## src/rtl/vliw_hazard_fwd_unit_if.sv

```systemverilog
// Bundle-level hazard/forwarding interface between pipeline control and the hazard unit.
// With VLIW_HAZARD_STATS_EN defined it also carries the stall statistics counters.
interface vliw_hazard_fwd_unit_if #(
  parameter int SLOTS  = 2,
  parameter int SRCS   = 2,
  parameter int REG_AW = 5
);
  localparam int FWD_W = $clog2(2*SLOTS+1);

  logic [SLOTS*SRCS*REG_AW-1:0] p0_rs;
  logic [SLOTS-1:0]             p0_wr;
  logic [SLOTS*REG_AW-1:0]      p0_rd;
  logic [SLOTS-1:0]             p0_mc;
  logic [SLOTS-1:0]             p2_regwr;
  logic [SLOTS*REG_AW-1:0]      p2_rd;
  logic [SLOTS-1:0]             p2_load;
  logic [SLOTS-1:0]             p3_regwr;
  logic [SLOTS*REG_AW-1:0]      p3_rd;
  logic [SLOTS-1:0]             mc_issue_vld;
  logic [SLOTS*SRCS*FWD_W-1:0]  fwd;
  logic                         stall;
  logic                         mc_full;
`ifdef VLIW_HAZARD_STATS_EN
  logic [31:0]                  stall_cnt;
  logic [31:0]                  ldu_cnt;
`endif

  modport master (
    output p0_rs, p0_wr, p0_rd, p0_mc, p2_regwr, p2_rd, p2_load,
           p3_regwr, p3_rd, mc_issue_vld,
`ifdef VLIW_HAZARD_STATS_EN
    input  stall_cnt, ldu_cnt,
`endif
    input  fwd, stall, mc_full
  );

  modport slave (
    input  p0_rs, p0_wr, p0_rd, p0_mc, p2_regwr, p2_rd, p2_load,
           p3_regwr, p3_rd, mc_issue_vld,
`ifdef VLIW_HAZARD_STATS_EN
    output stall_cnt, ldu_cnt,
`endif
    output fwd, stall, mc_full
  );
endinterface

```

## src/rtl/vliw_hazard_fwd_unit.sv

```systemverilog
// Per-operand forwarding select, load-use detection and multi-cycle countdown scoreboard.
// Optional VLIW_HAZARD_STATS_EN adds saturating stall_cnt / ldu_cnt counters.
module vliw_hazard_fwd_unit #(
  parameter int SLOTS    = 2,
  parameter int SRCS     = 2,
  parameter int REG_AW   = 5,
  parameter int MC_DEPTH = 4,
  parameter int MC_LAT   = 3
) (
  input logic                    clk,
  input logic                    rst_n,
  vliw_hazard_fwd_unit_if.slave  bus
);
  localparam int FWD_W = $clog2(2*SLOTS+1);
  localparam int CW    = $clog2(MC_LAT+1);
  localparam int NOPS  = SLOTS*SRCS;

  logic [MC_DEPTH-1:0] r_vld;
  logic [REG_AW-1:0]   r_rd  [MC_DEPTH];
  logic [CW-1:0]       r_cnt [MC_DEPTH];

  logic [MC_DEPTH-1:0] w_vld_n;
  logic [REG_AW-1:0]   w_rd_n  [MC_DEPTH];
  logic [CW-1:0]       w_cnt_n [MC_DEPTH];
  logic [MC_DEPTH-1:0] w_retire;
  logic [SLOTS-1:0]    w_alloc;
  logic                w_done;

  logic [NOPS*FWD_W-1:0] w_fwd;
  logic [REG_AW-1:0]     w_rs;
  logic                  w_hit2, w_ld2, w_hit3, w_ldu, w_sb_hit, w_cap;
  int                    w_sel2, w_sel3, w_free_next;

  always_comb begin
    for (int s = 0; s < SLOTS; s++)
      w_alloc[s] = bus.mc_issue_vld[s] & bus.p2_regwr[s] & (bus.p2_rd[s*REG_AW +: REG_AW] != '0);
  end

  // Retirement is applied first so a retiring entry is reusable on the same edge.
  always_comb begin
    w_vld_n  = r_vld;
    w_rd_n   = r_rd;
    w_cnt_n  = r_cnt;
    w_retire = '0;
    w_done   = 1'b0;
    for (int e = 0; e < MC_DEPTH; e++) begin
      if (r_vld[e]) begin
        if (r_cnt[e] == CW'(1)) begin
          w_retire[e] = 1'b1;
          w_vld_n[e]  = 1'b0;
        end else begin
          w_cnt_n[e] = r_cnt[e] - CW'(1);
        end
      end
    end
    for (int s = 0; s < SLOTS; s++) begin
      w_done = 1'b0;
      if (w_alloc[s]) begin
        for (int e = 0; e < MC_DEPTH; e++) begin
          if (!w_done && !w_vld_n[e]) begin
            w_vld_n[e] = 1'b1;
            w_rd_n[e]  = bus.p2_rd[s*REG_AW +: REG_AW];
            w_cnt_n[e] = CW'(MC_LAT);
            w_done     = 1'b1;
          end
        end
      end
    end
  end

  always_ff @(posedge clk) begin
    if (!rst_n) begin
      r_vld <= '0;
      for (int e = 0; e < MC_DEPTH; e++) begin
        r_rd[e]  <= '0;
        r_cnt[e] <= '0;
      end
    end else begin
      r_vld <= w_vld_n;
      for (int e = 0; e < MC_DEPTH; e++) begin
        r_rd[e]  <= w_rd_n[e];
        r_cnt[e] <= w_cnt_n[e];
      end
    end
  end

  // p2 beats p3; within a stage the last (highest) matching slot wins.
  always_comb begin
    w_fwd  = '0;
    w_ldu  = 1'b0;
    w_rs   = '0;
    w_hit2 = 1'b0;
    w_ld2  = 1'b0;
    w_hit3 = 1'b0;
    w_sel2 = 0;
    w_sel3 = 0;
    for (int o = 0; o < NOPS; o++) begin
      w_rs   = bus.p0_rs[o*REG_AW +: REG_AW];
      w_hit2 = 1'b0;
      w_ld2  = 1'b0;
      w_hit3 = 1'b0;
      w_sel2 = 0;
      w_sel3 = 0;
      for (int k = 0; k < SLOTS; k++) begin
        if (w_rs != '0 && bus.p2_regwr[k] && bus.p2_rd[k*REG_AW +: REG_AW] == w_rs) begin
          w_hit2 = 1'b1;
          w_sel2 = k;
          w_ld2  = bus.p2_load[k];
        end
        if (w_rs != '0 && bus.p3_regwr[k] && bus.p3_rd[k*REG_AW +: REG_AW] == w_rs) begin
          w_hit3 = 1'b1;
          w_sel3 = k;
        end
      end
      if (w_hit2) begin
        if (w_ld2) w_ldu = 1'b1;
        else       w_fwd[o*FWD_W +: FWD_W] = FWD_W'(1 + w_sel2);
      end else if (w_hit3) begin
        w_fwd[o*FWD_W +: FWD_W] = FWD_W'(1 + SLOTS + w_sel3);
      end
    end
  end

  always_comb begin
    w_sb_hit = 1'b0;
    for (int e = 0; e < MC_DEPTH; e++) begin
      if (r_vld[e]) begin
        for (int o = 0; o < NOPS; o++)
          if (bus.p0_rs[o*REG_AW +: REG_AW] == r_rd[e]) w_sb_hit = 1'b1;
        for (int s = 0; s < SLOTS; s++)
          if (bus.p0_wr[s] && bus.p0_rd[s*REG_AW +: REG_AW] == r_rd[e]) w_sb_hit = 1'b1;
      end
    end
    w_free_next = $countones(~r_vld) + $countones(w_retire) - $countones(w_alloc);
    w_cap       = (bus.p0_mc != '0) && (w_free_next < $countones(bus.p0_mc));
  end

  assign bus.fwd     = w_fwd;
  assign bus.stall   = rst_n & (w_ldu | w_sb_hit | w_cap);
  assign bus.mc_full = rst_n & (&r_vld);

`ifdef VLIW_HAZARD_STATS_EN
  logic [31:0] r_stall_cnt, r_ldu_cnt;

  always_ff @(posedge clk) begin
    if (!rst_n) begin
      r_stall_cnt <= '0;
      r_ldu_cnt   <= '0;
    end else begin
      if (bus.stall && r_stall_cnt != 32'hFFFF_FFFF) r_stall_cnt <= r_stall_cnt + 32'd1;
      if (w_ldu && r_ldu_cnt != 32'hFFFF_FFFF)       r_ldu_cnt   <= r_ldu_cnt + 32'd1;
    end
  end

  assign bus.stall_cnt = r_stall_cnt;
  assign bus.ldu_cnt   = r_ldu_cnt;
`endif
endmodule

```

## src/flat_wrapper.sv

```systemverilog
// flat-port wrapper written by rule: the top's interface ports become plain ports
module vliw_hazard_fwd_unit_flat 
#(
  parameter int SLOTS    = 2,
  parameter int SRCS     = 2,
  parameter int REG_AW   = 5,
  parameter int MC_DEPTH = 4,
  parameter int MC_LAT   = 3
)
  (clk, rst_n, bus_p0_rs, bus_p0_wr, bus_p0_rd, bus_p0_mc, bus_p2_regwr, bus_p2_rd, bus_p2_load, bus_p3_regwr, bus_p3_rd, bus_mc_issue_vld, bus_fwd, bus_stall, bus_mc_full);
  vliw_hazard_fwd_unit_if #(.SLOTS(SLOTS), .SRCS(SRCS), .REG_AW(REG_AW)) bus_i ();
  input logic clk;
  input logic rst_n;
  input wire logic [$bits(bus_i.p0_rs)-1:0] bus_p0_rs;
  input wire logic [$bits(bus_i.p0_wr)-1:0] bus_p0_wr;
  input wire logic [$bits(bus_i.p0_rd)-1:0] bus_p0_rd;
  input wire logic [$bits(bus_i.p0_mc)-1:0] bus_p0_mc;
  input wire logic [$bits(bus_i.p2_regwr)-1:0] bus_p2_regwr;
  input wire logic [$bits(bus_i.p2_rd)-1:0] bus_p2_rd;
  input wire logic [$bits(bus_i.p2_load)-1:0] bus_p2_load;
  input wire logic [$bits(bus_i.p3_regwr)-1:0] bus_p3_regwr;
  input wire logic [$bits(bus_i.p3_rd)-1:0] bus_p3_rd;
  input wire logic [$bits(bus_i.mc_issue_vld)-1:0] bus_mc_issue_vld;
  output wire logic [$bits(bus_i.fwd)-1:0] bus_fwd;
  output wire logic [$bits(bus_i.stall)-1:0] bus_stall;
  output wire logic [$bits(bus_i.mc_full)-1:0] bus_mc_full;
  assign bus_i.p0_rs = bus_p0_rs;
  assign bus_i.p0_wr = bus_p0_wr;
  assign bus_i.p0_rd = bus_p0_rd;
  assign bus_i.p0_mc = bus_p0_mc;
  assign bus_i.p2_regwr = bus_p2_regwr;
  assign bus_i.p2_rd = bus_p2_rd;
  assign bus_i.p2_load = bus_p2_load;
  assign bus_i.p3_regwr = bus_p3_regwr;
  assign bus_i.p3_rd = bus_p3_rd;
  assign bus_i.mc_issue_vld = bus_mc_issue_vld;
  assign bus_fwd = bus_i.fwd;
  assign bus_stall = bus_i.stall;
  assign bus_mc_full = bus_i.mc_full;
  vliw_hazard_fwd_unit #(.SLOTS(SLOTS), .SRCS(SRCS), .REG_AW(REG_AW), .MC_DEPTH(MC_DEPTH), .MC_LAT(MC_LAT)) u_core (.clk(clk), .rst_n(rst_n), .bus(bus_i));
endmodule
```

## config.mk

```make
export PLATFORM = sky130hd
export DESIGN_NAME = vliw_hazard_fwd_unit_flat
export DESIGN_NICKNAME = d
export VERILOG_FILES = /design/src/rtl/vliw_hazard_fwd_unit_if.sv /design/src/rtl/vliw_hazard_fwd_unit.sv /design/src/flat_wrapper.sv
export SDC_FILE = /design/constraint.sdc
export NUM_CORES = 1
export LEC_CHECK = 0
export BUFFER_PORTS_ARGS = -buffer_cell sky130_fd_sc_hd__buf_2
export CAP_MARGIN = 5
export CORE_UTILIZATION = 35
export CTS_CLUSTER_SIZE = 20
export DETAILED_ROUTE_END_ITERATION = 12
export GPL_TIMING_DRIVEN = 0
export PLACE_DENSITY = 0.55
export RECOVER_POWER = 50
export SYNTH_ARGS = -nofsm -noshare
export SYNTH_HDL_FRONTEND = slang
export SYNTH_SLANG_ARGS = --single-unit
```

## constraint.sdc

```tcl
create_clock -name clk -period 15 [get_ports clk]
set_input_delay 2.25 -clock clk [delete_from_list [all_inputs] [get_ports clk]]
set_output_delay 2.25 -clock clk [all_outputs]
set_load 0.05 [all_outputs]
```

==> impl_metrics.ini <==
[floorplanning]
initial_core_util_pct = 36.4
ios = 78
floorplan.rows = 42
floorplan.die.height_um = 120
core_um2 = 13400
die-area_um2 = 14400
fp.dieW_um = 120

[synth]
syn-cell-area_um2 = 4880
postSynth.topFlopCell = sky130_fd_sc_hd__dfxtp_1
synthesis.instances = 622
post_synth_edffs = 0
postSynthRegisterBits = 32
synth.distinct_cells = 44
share_of_synthesized_registers_carrying_an_async_set_or_reset_pct = 0
syn_area_per_cell_um2 = 7.85
synth.yosys.seq_area_share_pct = 13.1
mappedNetlistNets = 717
synth.yosys.warnings = 0

[timing]
setup_viol = 0
final.period_utilization_pct = 65.8
tightest_slew_ns = 0.877
drv_slew = 0
relSlewSlack_pct = 41.6
post-route-min-period_ns = 9.87
fmaxAchievable_ghz = 0.101
hold_violations = 0
grt_setup_unrepaired = no
skew_ns = 0.00763
setup_tns_ns = 0

[grt]
globalRoute.totalOverflow = 0
first_pass_grt_wire_length_um = 23600
antenna_found_initial = 0
grt_use_total_pct = 21.1
first_global_vias = 4306
maximum_number_of_pins_on_one_net_before_global_route_repair = 11

[finish]
final_layout_size_suffix_gt1_share_pct = 10.6
area_growth_pct = 10.8
antenna_cells = 0
fin_nets = 766
instances_no_fill = 848
post-route-util_pct = 40.4

[job]
max_cap_violations = 0

[clocking]
holdBufCountCts = 0
cts_buffer_depth = 2
clk-insertion-delay-late_ns = 0.28
postCtsResizedCells = 0
clkSlewWorstSetupHoldPaths_ns = 0.06
cts_tree = built
cts.htree.levels = 2
cts_num_sinks = 32
cts_root_buffer = sky130_fd_sc_hd__clkbuf_16
post_cts.repair.setup_buffers = 0
cts_buffers = 5

[worst_setup_path]
worst_setup_path_start_kind = input port
crit_type = in2out
worstPathMaxFanout = 9
rr_worst_depth = 9
required_time_reported_for_the_critical_path_endpoint_ns = 12.75
arrival_ns = 7.62
ff2ff_setup_slack_ns = 12.39
worstReg2RegStart = u_core.r_vld[1]
end_kind = primary output
crit-reg2reg-capture = u_core.r_rd[2]

[power_and_ir_drop]
switching_share_pct = 36.9
share_seq_of_total_power_pct = 27.9
netSwitchingPower_uw = 123
power_report.internal_total_uw = 211
pwr_density_cell_nw_per_um2 = 61.8
pwr-share-comb_pct = 41.7
power_leakage_uw = 0.00217
power.clock.fraction_pct = 30.4
vdd_drop_max_mv = 0.0409

[route]
routed-via-count = 4607
count_of_nets_left_with_antenna_violations_after_detail_routing = 0
drc_viols = 0
totalWireLength_um = 15300
drt_iter0_drc = 271
avgRoutedWirePerCell_um = 18.0
vias_per_cell = 5.43
pre_antenna_drt_iters = 5

[outcome]
outcome = finished clean

[hold_path]
hold_path_class = reg2reg
min_path_cells = 2
hold_path_end = u_core.r_cnt[1]
start_point_of_the_worst_hold_path = u_core.r_cnt[1]

[placement]
buffer_ports.inserted = 42
dp.final_hpwl_um = 11600
gp_congestion = 0.883
dp_cells = 840
-- routing by layer --
metal  GRT usage (%)  share of wire (%)  vias up
li1                -                  -     2194
met1            27.8                 44     2206
met2            36.1                 48      185
met3            2.52                6.4       22
met4            5.63                1.6        0
met5               0                  0        -
-- logic make-up after synthesis --
family          share of synthesized area, %
xor+xnor                                36.2
mux                                     3.90
compound gates                          11.0
simple gates                            18.1
fa+ha+maj                               8.72
buf+inv                                 8.84
flops                                   13.1
-- power by group through the flow --
stage / sequential [µW] / clock (µW) / combinational [µW]
2_1_floorplan: 94.1 / 0 / 103
3_3_place_gp: 94.6 / 0 / 134
3_5_place_dp: 94.9 / 0 / 138
4_1_cts: 93.1 / 103 / 139
5_1_grt: 93.7 / 108 / 152
6_report: 93.2 / 102 / 139
-- critical path: stages --
cell and delay, ns:
sky130_fd_sc_hd__clkbuf_1 0.30, sky130_fd_sc_hd__or3_2 0.51, sky130_fd_sc_hd__o311a_1 0.40, sky130_fd_sc_hd__ha_1 0.23, sky130_fd_sc_hd__inv_1 0.08, sky130_fd_sc_hd__fa_1 0.38, sky130_fd_sc_hd__inv_1 0.09, sky130_fd_sc_hd__fa_1 0.42
sky130_fd_sc_hd__fa_1 0.55, sky130_fd_sc_hd__inv_1 0.04, sky130_fd_sc_hd__ha_1 0.21, sky130_fd_sc_hd__fa_1 0.44, sky130_fd_sc_hd__nor4b_1 0.31, sky130_fd_sc_hd__o311ai_0 0.21, sky130_fd_sc_hd__a221oi_1 0.49, sky130_fd_sc_hd__a311oi_1 0.11
sky130_fd_sc_hd__a31oi_1 0.27, sky130_fd_sc_hd__buf_2 0.32
-- cell type report --
cell class | count | area [µm²]
repair buffers | 42 | 210
clock buffers | 6 | 139
inverters | 30 | 113
plain buffers | 63 | 293
fillers | 1346 | 7990
clock inverters | 2 | 10.0
well taps | 176 | 220
multi-input cells | 497 | 3780
flip-flops and latches | 32 | 641
-- Yosys cell counts, types with 2 or more instances --
cell type | instances | area (µm²)
sky130_fd_sc_hd__fa_1 | 5 | 100
sky130_fd_sc_hd__nand2b_1 | 2 | 12.5
sky130_fd_sc_hd__nor2_2 | 5 | 31.3
sky130_fd_sc_hd__a211oi_2 | 5 | 62.6
sky130_fd_sc_hd__a311oi_1 | 6 | 52.6
sky130_fd_sc_hd__clkbuf_1 | 45 | 169
sky130_fd_sc_hd__dfxtp_1 | 32 | 641
sky130_fd_sc_hd__ha_1 | 26 | 325
sky130_fd_sc_hd__buf_1 | 6 | 22.5
sky130_fd_sc_hd__o21ai_0 | 18 | 90.1
sky130_fd_sc_hd__nor3_1 | 21 | 105
sky130_fd_sc_hd__nand3_2 | 2 | 20.0
sky130_fd_sc_hd__a31oi_1 | 16 | 100
sky130_fd_sc_hd__or3_1 | 5 | 31.3
sky130_fd_sc_hd__xor2_1 | 91 | 797
sky130_fd_sc_hd__buf_2 | 3 | 15.0
sky130_fd_sc_hd__nand3_1 | 14 | 70.1
sky130_fd_sc_hd__buf_6 | 7 | 78.8
sky130_fd_sc_hd__xnor2_1 | 111 | 972
sky130_fd_sc_hd__nand2_1 | 26 | 97.6
sky130_fd_sc_hd__and3_1 | 3 | 18.8
sky130_fd_sc_hd__a211oi_1 | 10 | 75.1
sky130_fd_sc_hd__and2_1 | 8 | 50.1
sky130_fd_sc_hd__or4_1 | 6 | 45.0
sky130_fd_sc_hd__inv_1 | 30 | 113
sky130_fd_sc_hd__mux2i_1 | 19 | 190
sky130_fd_sc_hd__nor2_1 | 35 | 131
sky130_fd_sc_hd__nand4_1 | 18 | 113
sky130_fd_sc_hd__nor4_1 | 20 | 125
sky130_fd_sc_hd__a21oi_1 | 13 | 65.1
-- registers in the layout, indices dropped and copies added, names as in the netlist --
signal / cells
u_core.r_rd: 20
u_core.r_cnt: 8
u_core.r_vld: 4
-- cells in the final DEF, fill, tap and decap left out, drive strengths merged --
master,synthesis,layout
a221oi,1,1
o311ai,1,1
o21ai,19,19
nor2b,1,1
xor2,91,91
nor4b,1,1
ha,26,26
o311a,1,1
nor3,21,21
inv,30,30
o211ai,1,1
a21oi,13,13
and2,8,8
nand2b,2,2
clkbuf,46,56
o31a,1,1
mux2i,19,19
nor4,20,20
dfxtp,32,32
nand2,26,26
buf,17,55
a222oi,1,1
or3,6,6
a21o,1,1
nor2,40,40
a311oi,6,6
nand3,16,16
and3,3,3
or4,6,6
fa,5,5
clkinv,0,2
a31oi,16,16
nor3b,1,1
nand4,18,18
xnor2,111,111
a211oi,15,15
-- how the worst max path moves through the flow --
stage | from | end | slack, ns | cells after the start
2_1_floorplan | bus_p2_rd[6] | bus_stall | 5.68 | 18
3_3_place_gp | bus_p2_rd[6] | bus_stall | 5.56 | 19
3_5_place_dp | bus_p2_rd[6] | bus_stall | 5.36 | 19
4_1_cts | bus_p2_rd[6] | bus_stall | 5.38 | 19
5_1_grt | bus_p2_rd[2] | bus_stall | 5.00 | 21
6_report | bus_p2_rd[2] | bus_stall | 5.13 | 18
-- per-stage QoR --
| step | total power [µW] | hold WS [ns] | instance area (µm²) | setup WS, ns |
|---|---|---|---|---|
| floorplan | 197 | 0.534 | 4880 | 5.68 |
| global placement | 228 | 0.546 | 5310 | 5.56 |
| detailed placement | 233 | 0.566 | 5310 | 5.36 |
| CTS | 335 | 0.576 | 5460 | 5.38 |
| global route | 354 | 0.611 | 5410 | 5.00 |
| finish | 334 | 0.568 | 5410 | 5.13 |
No activity file was read; power rests on OpenSTA's default activity.
